**src/rtl/morse_encoder.sv**
```systemverilog
// morse_encoder: turns one character code (A..Z, 0..9) into ITU Morse timing
// on a registered key line, with dot/dash strobes on the first mark cycle of
// each element. One Morse unit is UNIT_CYCLES clocks.
// Build option: define MORSE_WORD_GAP_EN to make code 63 a legal word space
// (7 silent units in WORD_GAP); without it, code 63 is an unsupported code.
module morse_encoder #(
   parameter int UNIT_CYCLES = 1000
) (
   input  logic       clk,
   input  logic       rst_n,
   input  logic       char_valid,
   input  logic [5:0] char_code,
   output logic       char_ready,
   output logic       key,
   output logic       dot,
   output logic       dash,
   output logic       busy,
   output logic       err
);

   localparam int             CW        = $clog2(UNIT_CYCLES);
   localparam logic [CW-1:0]  UNIT_LAST = CW'(UNIT_CYCLES - 1);

`ifdef MORSE_WORD_GAP_EN
   typedef enum logic [2:0] {IDLE, MARK, ELEM_GAP, CHAR_GAP, WORD_GAP} state_t;
`else
   typedef enum logic [2:0] {IDLE, MARK, ELEM_GAP, CHAR_GAP} state_t;
`endif

   // Returns {element count, pattern}; the pattern is left-aligned with the
   // first element in bit 4, 1 = dash, 0 = dot.
   function automatic logic [7:0] lookup(input logic [5:0] code);
      case (code)
         6'd0:  lookup = {3'd2, 5'b01000};  // A .-
         6'd1:  lookup = {3'd4, 5'b10000};  // B -...
         6'd2:  lookup = {3'd4, 5'b10100};  // C -.-.
         6'd3:  lookup = {3'd3, 5'b10000};  // D -..
         6'd4:  lookup = {3'd1, 5'b00000};  // E .
         6'd5:  lookup = {3'd4, 5'b00100};  // F ..-.
         6'd6:  lookup = {3'd3, 5'b11000};  // G --.
         6'd7:  lookup = {3'd4, 5'b00000};  // H ....
         6'd8:  lookup = {3'd2, 5'b00000};  // I ..
         6'd9:  lookup = {3'd4, 5'b01110};  // J .---
         6'd10: lookup = {3'd3, 5'b10100};  // K -.-
         6'd11: lookup = {3'd4, 5'b01000};  // L .-..
         6'd12: lookup = {3'd2, 5'b11000};  // M --
         6'd13: lookup = {3'd2, 5'b10000};  // N -.
         6'd14: lookup = {3'd3, 5'b11100};  // O ---
         6'd15: lookup = {3'd4, 5'b01100};  // P .--.
         6'd16: lookup = {3'd4, 5'b11010};  // Q --.-
         6'd17: lookup = {3'd3, 5'b01000};  // R .-.
         6'd18: lookup = {3'd3, 5'b00000};  // S ...
         6'd19: lookup = {3'd1, 5'b10000};  // T -
         6'd20: lookup = {3'd3, 5'b00100};  // U ..-
         6'd21: lookup = {3'd4, 5'b00010};  // V ...-
         6'd22: lookup = {3'd3, 5'b01100};  // W .--
         6'd23: lookup = {3'd4, 5'b10010};  // X -..-
         6'd24: lookup = {3'd4, 5'b10110};  // Y -.--
         6'd25: lookup = {3'd4, 5'b11000};  // Z --..
         6'd26: lookup = {3'd5, 5'b11111};  // 0 -----
         6'd27: lookup = {3'd5, 5'b01111};  // 1 .----
         6'd28: lookup = {3'd5, 5'b00111};  // 2 ..---
         6'd29: lookup = {3'd5, 5'b00011};  // 3 ...--
         6'd30: lookup = {3'd5, 5'b00001};  // 4 ....-
         6'd31: lookup = {3'd5, 5'b00000};  // 5 .....
         6'd32: lookup = {3'd5, 5'b10000};  // 6 -....
         6'd33: lookup = {3'd5, 5'b11000};  // 7 --...
         6'd34: lookup = {3'd5, 5'b11100};  // 8 ---..
         6'd35: lookup = {3'd5, 5'b11110};  // 9 ----.
         default: lookup = 8'd0;
      endcase
   endfunction

   state_t          state_q, state_d;
   logic [CW-1:0]   cnt_q, cnt_d;      // cycle within the current unit
   logic [2:0]      units_q, units_d;  // whole units spent in the current state
   logic [4:0]      pat_q, pat_d;      // remaining elements, current one in bit 4
   logic [2:0]      left_q, left_d;    // elements left including the current one
   logic            key_q, key_d;
   logic            dot_q, dot_d;
   logic            dash_q, dash_d;
   logic            err_q, err_d;

   logic [7:0]      lut;
   logic            accept, legal_char, is_word, unit_tick, mark_done;
   logic            enter_mark, elem_dash;

   assign lut        = lookup(char_code);
   assign accept     = char_valid && (state_q == IDLE);
   assign legal_char = (char_code <= 6'd35);
`ifdef MORSE_WORD_GAP_EN
   assign is_word    = (char_code == 6'd63);
`else
   assign is_word    = 1'b0;
`endif
   assign unit_tick  = (cnt_q == UNIT_LAST);
   assign mark_done  = unit_tick && (units_q == (pat_q[4] ? 3'd2 : 3'd0));

   // State register and all datapath flops; reset abandons any character.
   // NOTE: sequential state uses non-blocking assignments so every flop
   // samples the pre-edge values computed by the combinational processes.
   always_ff @(posedge clk or negedge rst_n) begin
      if (!rst_n) begin
         state_q <= IDLE;
         cnt_q   <= '0;
         units_q <= '0;
         pat_q   <= '0;
         left_q  <= '0;
         key_q   <= 1'b0;
         dot_q   <= 1'b0;
         dash_q  <= 1'b0;
         err_q   <= 1'b0;
      end else begin
         state_q <= state_d;
         cnt_q   <= cnt_d;
         units_q <= units_d;
         pat_q   <= pat_d;
         left_q  <= left_d;
         key_q   <= key_d;
         dot_q   <= dot_d;
         dash_q  <= dash_d;
         err_q   <= err_d;
      end
   end

   // Next-state logic: element timing is measured in whole units.
   // NOTE: the default assignment first means every path assigns state_d,
   // so no latch is inferred.
   always_comb begin
      state_d = state_q;
      case (state_q)
         IDLE: begin
            if (accept) begin
               if (legal_char)   state_d = MARK;
`ifdef MORSE_WORD_GAP_EN
               else if (is_word) state_d = WORD_GAP;
`endif
            end
         end
         MARK:     if (mark_done) state_d = (left_q > 3'd1) ? ELEM_GAP : CHAR_GAP;
         ELEM_GAP: if (unit_tick) state_d = MARK;
         CHAR_GAP: if (unit_tick && units_q == 3'd2) state_d = IDLE;
`ifdef MORSE_WORD_GAP_EN
         WORD_GAP: if (unit_tick && units_q == 3'd6) state_d = IDLE;
`endif
         default:  state_d = IDLE;
      endcase
   end

   // Output and datapath logic: counters restart on every state change,
   // the pattern shifts as each mark ends, strobes mark the first key cycle.
   always_comb begin
      cnt_d   = (state_d != state_q || unit_tick || state_q == IDLE) ? '0 : cnt_q + CW'(1);
      units_d = (state_d != state_q || state_q == IDLE) ? 3'd0 : units_q + {2'b00, unit_tick};
      pat_d   = pat_q;
      left_d  = left_q;
      if (accept && legal_char) begin
         pat_d  = lut[4:0];
         left_d = lut[7:5];
      end else if (state_q == MARK && mark_done) begin
         pat_d  = {pat_q[3:0], 1'b0};
         left_d = left_q - 3'd1;
      end
      enter_mark = (state_d == MARK) && (state_q != MARK);
      elem_dash  = (state_q == IDLE) ? lut[4] : pat_q[4];
      key_d      = (state_d == MARK);
      dot_d      = enter_mark && !elem_dash;
      dash_d     = enter_mark && elem_dash;
      err_d      = accept && !legal_char && !is_word;
   end

   assign char_ready = (state_q == IDLE);
   assign busy       = (state_q != IDLE);
   assign key        = key_q;
   assign dot        = dot_q;
   assign dash       = dash_q;
   assign err        = err_q;

endmodule

```
**config.mk**
```make
export PLATFORM = sky130hd
export DESIGN_NAME = morse_encoder
export DESIGN_NICKNAME = d
export VERILOG_FILES = /design/src/rtl/morse_encoder.sv
export SDC_FILE = /design/constraint.sdc
export NUM_CORES = 1
export LEC_CHECK = 0
export CORE_UTILIZATION = 62
export CTS_BUF_LIST = sky130_fd_sc_hd__clkbuf_16
export DETAILED_ROUTE_END_ITERATION = 12
export PLACE_DENSITY = 0.95
export SKIP_LAST_GASP = 1
export SLEW_MARGIN = 10
export SYNTH_ARGS = -nofsm -noshare
export SYNTH_HDL_FRONTEND = slang
export SYNTH_SLANG_ARGS = --single-unit
```
**constraint.sdc**
```tcl
create_clock -name clk -period 3.68 [get_ports clk]
set_clock_uncertainty 0.05 [all_clocks]
set_input_delay 0.552 -clock clk [delete_from_list [all_inputs] [get_ports clk]]
set_output_delay 0.552 -clock clk [all_outputs]
set_load 0.05 [all_outputs]
```
==> results of run 1 <==
## cell usage after synthesis, types with 2 or more instances
cell type and count:
ha_1 10, nand2b_1 4, and2_1 2, nand3_1 8, o211ai_1 5, mux2i_1 9
nand4_1 2, and3_1 8, dfrtp_1 28, inv_1 11, nor3_1 5, nand2_1 11
mux4_2 2, o21ai_0 12, nor2b_1 2, xnor2_1 5, o31ai_1 2, a21oi_1 10
a31oi_1 4, clkbuf_1 9, a211oi_1 3, nor2_1 24, xor2_1 5
## power by group through the flow
stage | Clock [mW] | Combinational (mW) | Sequential (mW)
finish | 0.249 | 0.177 | 0.358
global route | 0.260 | 0.192 | 0.360
CTS | 0.246 | 0.175 | 0.357
detailed placement | 0 | 0.171 | 0.361
global placement | 0 | 0.166 | 0.359
floorplan | 0 | 0.115 | 0.362
## final timing paths
check / start / endpoint / depth (start not counted)
setup / recovery: char_code[0] / pat_q[2] / 8
hold / removal: cnt_q[0] / cnt_q[0] / 1
setup reg to reg: state_q[2] / dash / 5
hold reg to reg: cnt_q[0] / cnt_q[0] / 1
max in group asynchronous: rst_n / state_q[0] / 2
min in group asynchronous: rst_n / left_q[1] / 2
## flip-flops by register name, indices dropped and copies added (netlist names)
signal and flops:
pat_q 5, err 1, cnt_q 10, dot 1, key 1, left_q 3
dash 1, state_q 3, units_q 3
## worst max-delay path, stage by stage
cell and delay [ps]:
clkdlybuf4s50_1 720, inv_1 150, ha_1 390, mux4_2 490, and2_1 170, a31oi_1 140
o211a_1 150, a21oi_1 50
## cell type report
class | count | area share (%)
clock buffers | 3 | 3.49
clock inverters | 1 | 0.175
inverters | 13 | 2.50
multi-input cells | 162 | 51.9
flip-flops and latches | 28 | 32.6
well taps | 31 | 1.80
repair buffers | 17 | 7.57
## kinds of logic (layout without fill, tap and decap cells)
family / Yosys count / in the layout / share of synthesized area (%)
buf+inv: 23 / 34 / 5.60
mux: 11 / 11 / 7.03
other cells: 1 / 1 / 0.195
fa+ha+maj: 10 / 10 / 6.51
flops: 28 / 28 / 36.4
compound gates: 54 / 54 / 19.1
simple gates: 76 / 76 / 20.6
xor+xnor: 10 / 10 / 4.55
## stage by stage
step                      hold slack, ps  cell area (um^2)  cells
after floorplan                      206              1920    213
after global placement               421              2070    251
after detailed placement             449              2070    251
after CTS                            457              2150    255
after global routing                 464              2150    255
final                                450              2150    255
## metal layers
layer  part of all wire [%]  track usage (%)  vias to the layer above
met4                    2.2             11.9                        0
met3                    6.1             1.79                       11
met2                     50             48.2                       64
met5                      0                0                        -
li1                       -                -                      789
met1                     42             36.5                      793
==> metrics.yaml, run 1 <==
status: "finished, violations left"
violations: "DRC"
comb_power_share_pct: 22.6
io_pins: 15
syn-num-nets: 232
post-cts-setup-buffer-count: 0
slew_headroom_pct: 59.8
critPathKind: "in2reg"
power_frac_clock_pct: 31.8
first_global_vias: 1604
post-route-util_pct: 75.4
dr.pass1.iters: 9
drive_above_1_share_pct: 7.14
place.gp.congestion: 0.932
setup_violations: 0
die_h_um: 57.7
p_per_area_nw_per_um2: 364
clock-sinks: 28
internal-power_uw: 550
hpwlAfterDp_um: 2980
routedWlPerCell_um: 17.1
drc_errors: 1
avgSynthCellArea_um2: 9.03
syn_area_um2: 1920
grt_max_degree: 29
die_w_um: 57.7
core_um2: 2850
yosysUniqueCellTypes: 55
vias: 1657
grt_setup_unrepaired: "false"
synth_area_leaders: "dfrtp_1 36%, ha_1 6.5%, mux2i_1 4.7%"
p_sw_share_pct: 29.7
viasPerCell: 6.50
period_needed_ps: 2730
layout.area.seq_um2: 701
p_seq_share_pct: 45.7
numCtsBuffers: 3
finalCritPeriodShare_pct: 74.2
fill_cells: 194
n_antenna_cell: 0
syn_inst: 213
multi_input_area_um2: 1110
cts_buffer_depth: 2
fmax_mhz: 366
cts_tree: "built"
rrSetupSlack_ps: 1540
nets: 244
worstSkewPairLatency_ps: 260
wirelength_um: 4360
post-place-ws_ps: 726
synth_top_area_share_pct: 36.4
fin_setup_tns_ps: 0
final_cell_mix: "28 x dfrtp_1, 24 x nor2_1, 14 x clkdlybuf4s50_1"
numPortBuffers: 14
power_uw: 783
drv_slew: 0
critPathMaxFanout: 12
critical_path_arrival_ps: 2810
layout_commonest_cell: "dfrtp_1"
required_ps: 3760
leakagePower_nw: 0.972
grt_util_all_layers_pct: 27.9
end_kind: "flop"
synth_seq_cells: 28
cts_root_buf: "clkbuf_16"
switchingPower_uw: 233
cp-start-kind: "input port"
yosys.area.top_type: "dfrtp_1"
min_path_type: "reg2reg"
synthToLayoutAreaGrowth_pct: 11.8
cts_hold_buffers: 0
final.setup.worst_slack_ps: 948
row_count: 19
synth_ff_type: "dfrtp_1"
synth-warning-count: 0
grt_pass1_wl_um: 7140
synthArstFlopShare_pct: 100
start_util_pct: 67.4
drt-initial-drc-count: 101
final_antenna_net_count: 0
antenna_found_initial: 0
synth_edf_count: 0
drv_cap: 0
vdd_ir_drop_max_uv: 217
worst_pin_slew_ps: 601
cts.clk_slew.worst_paths_ps: 70
h-tree-depth: 1
dieArea_um2: 3330
cts_resized: 0
ys_seq_area_share_pct: 36.4
finalHoldViolCount: 0
gr-total-overflow: 0
Power figures use the tool's default switching activity.
==> run 2, diff against run 1 <==
Settings changed: CORE_UTILIZATION 62 to 58, PLACE_DENSITY 0.95 to 0.91.
Clock period 3.68 ns to 2.8 ns, I/O delays scaled along.
==> run 2 against run 1 <==
The flow now finishes without violations. Worst setup slack worse by 540 ps. Largest cell class unchanged. Cell area rose by 2.5%. Wire length shrank 3.3%. Global-route usage shrank 0.71 points.
==> metrics.yaml, run 2 (same netlist as run 1, synthesis figures left out) <==
status: "complete, no violations"
drv_cap: 0  # unchanged
drive_above_1_share_pct: 9.17  # +2.0 points
whs_endpoint: "cnt_q[0]"
path_buf_inv: 3  # +1
fill_cells: 247  # +27%
finalCritPeriodShare_pct: 85.5
critPathSlowestCell: "clkdlybuf4s50_1"
reg2reg_depth: 7  # +2
fmax_mhz: 418
largest_reg_flops: 10  # unchanged
cts.clk_slew.worst_paths_ps: 60  # about the same
core_um2: 3100  # +8.8%
grt_util_all_layers_pct: 27.2  # -0.71 points
internal-power_uw: 729  # +33%
antenna_found_initial: 0  # unchanged
drv_slew: 0  # unchanged
h-tree-depth: 1  # unchanged
numPortBuffers: 14  # unchanged
first_global_vias: 1668  # +4.0%
hold_start: "cnt_q[0]"
hold_depth: 1  # unchanged
critical_path_arrival_ps: 1920  # -890 ps
p_sw_share_pct: 28.8  # -0.96 points
cts_root_buf: "clkbuf_16"
nets: 249  # +2.0%
hpwlAfterDp_um: 3050  # +2.1%
numCtsBuffers: 3  # unchanged
critPathMaxFanout: 9  # -3
routedWlPerCell_um: 15.5  # -9.7%
drt-initial-drc-count: 133  # +32%
cts_hold_buffers: 0  # unchanged
gr-total-overflow: 0  # unchanged
n_antenna_cell: 0  # unchanged
drc_errors: 0  # -1
worst_pin_slew_ps: 510  # -90.8 ps
grt_pass1_wl_um: 7150  # about the same
regMostFlops: "cnt_q"
min_path_type: "reg2reg"
wirelength_um: 4220  # -3.3%
start_util_pct: 62.0  # -5.4 points
die_h_um: 59.6  # +3.3%
rrSetupSlack_ps: 720  # -820 ps
p_seq_share_pct: 45.9  # +0.2 points
dpl.cell_count: 269  # +7.2%
rr_endpoint: "pat_q[4]"
setup_violations: 0  # unchanged
switchingPower_uw: 295  # +27%
leakagePower_nw: 0.996  # +2.5%
final_antenna_net_count: 0  # unchanged
vias: 1659  # +0.12%
vdd_ir_drop_max_uv: 413  # +91%
cp_slowest_stage_delay_ps: 820  # +100 ps
p_per_area_nw_per_um2: 465  # +28%
post-cts-setup-buffer-count: 0  # unchanged
viasPerCell: 6.08  # -6.5%
synthToLayoutAreaGrowth_pct: 14.6
final_cell_mix: "28 x dfrtp_1, 24 x nor2_1, 14 x clkdlybuf4s50_1"
slew_headroom_pct: 65.9  # +6.1 points
fin_cells: 273  # +7.1%
dr.pass1.iters: 4  # -5
die_w_um: 59.6  # +3.3%
grt_setup_unrepaired: "false"
clock-sinks: 28  # unchanged
required_ps: 2330  # -1430 ps
row_count: 20  # +1
dieArea_um2: 3550  # +6.6%
place.gp.congestion: 0.950  # +2.0%
worstSkewPairLatency_ps: 260  # about the same
finalHoldViolCount: 0  # unchanged
end_kind: "output pin"
cp-start-kind: "flop"
reg.largest.list: "cnt_q: 10 flops, pat_q: 5 flops"
path_delay_family: "buffers and inverters"
cp.depth: 4  # -4
crit_chain: "nor3_2 -> buf_4 -> inv_1 -> clkdlybuf4s50_1"
grt_max_degree: 29  # unchanged
critPathKind: "reg2out"
cts_buffer_depth: 2  # unchanged
period_needed_ps: 2390
layout_commonest_cell: "dfrtp_1"
r2r-start: "cnt_q[0]"
fin_setup_tns_ps: 0  # unchanged
io_pins: 15  # unchanged
comb_power_share_pct: 23.4  # +0.8 points
cts_resized: 0  # unchanged
cts_tree: "built"
power_frac_clock_pct: 30.7  # -1.1 points
-- run 2: cell type report --
class / instances / area (um^2) / area share [%]
Timing Repair Buffer: 22 / 200 / 9.09
Sequential cell: 28 / 701 / 31.8
Inverter: 13 / 53.8 / 2.44
Clock buffer: 3 / 75.1 / 3.41
Multi-Input combinational cell: 162 / 1110 / 50.6
Tap cell: 44 / 55.1 / 2.50
Clock inverter: 1 / 3.75 / 0.170
-- run 2: layer usage --
metal / vias up / share of wire, % / global-route usage, % / wire [um]
li1: 804 / - / - / -
met1: 800 / 43 / 32.8 / 1810
met2: 47 / 51 / 48.5 / 2160
met3: 8 / 4.1 / 5.02 / 171
met4: 0 / 1.9 / 8.97 / 81
met5: - / 0 / 0 / 0
-- run 2: power by group through the flow --
stage / sequential [mW] / combinational (mW) / clock (mW)
after floorplan: 0.476 / 0.151 / 0
after detailed placement: 0.474 / 0.234 / 0
final: 0.470 / 0.240 / 0.315
after global routing: 0.473 / 0.265 / 0.336
after CTS: 0.468 / 0.239 / 0.323
after global placement: 0.472 / 0.225 / 0
-- run 2: how the worst max path moves through the flow --
stage,from,to,slack [ps]
after floorplan,state_q[0],dot,360
after global placement,char_code[1],pat_q[2],290
after detailed placement,char_code[3],pat_q[3],230
after CTS,state_q[2],busy,400
after global routing,char_code[3],pat_q[3],300
final,state_q[0],busy,410
-- run 2: through the flow --
stage	utilization [%]	hold WS, ps	worst slack, ps	cell area (um^2)	power, mW
floorplan	-	74.4	363	1920	0.627
global placement	68.5	423	286	2120	0.697
detailed placement	68.5	443	234	2120	0.708
CTS	71.0	450	401	2200	1.03
global route	71.0	467	299	2200	1.07
finish	71.0	443	407	2200	1.02
-- run 2: worst register-to-register path: cells and delay by family, from the launching register on --
family,cells,cell delay (ps)
AND/OR/NAND/NOR,3,810
multiplexers,2,370
flip-flops,1,390
adder cells (fa/ha/maj),1,230
buffers and inverters,1,100
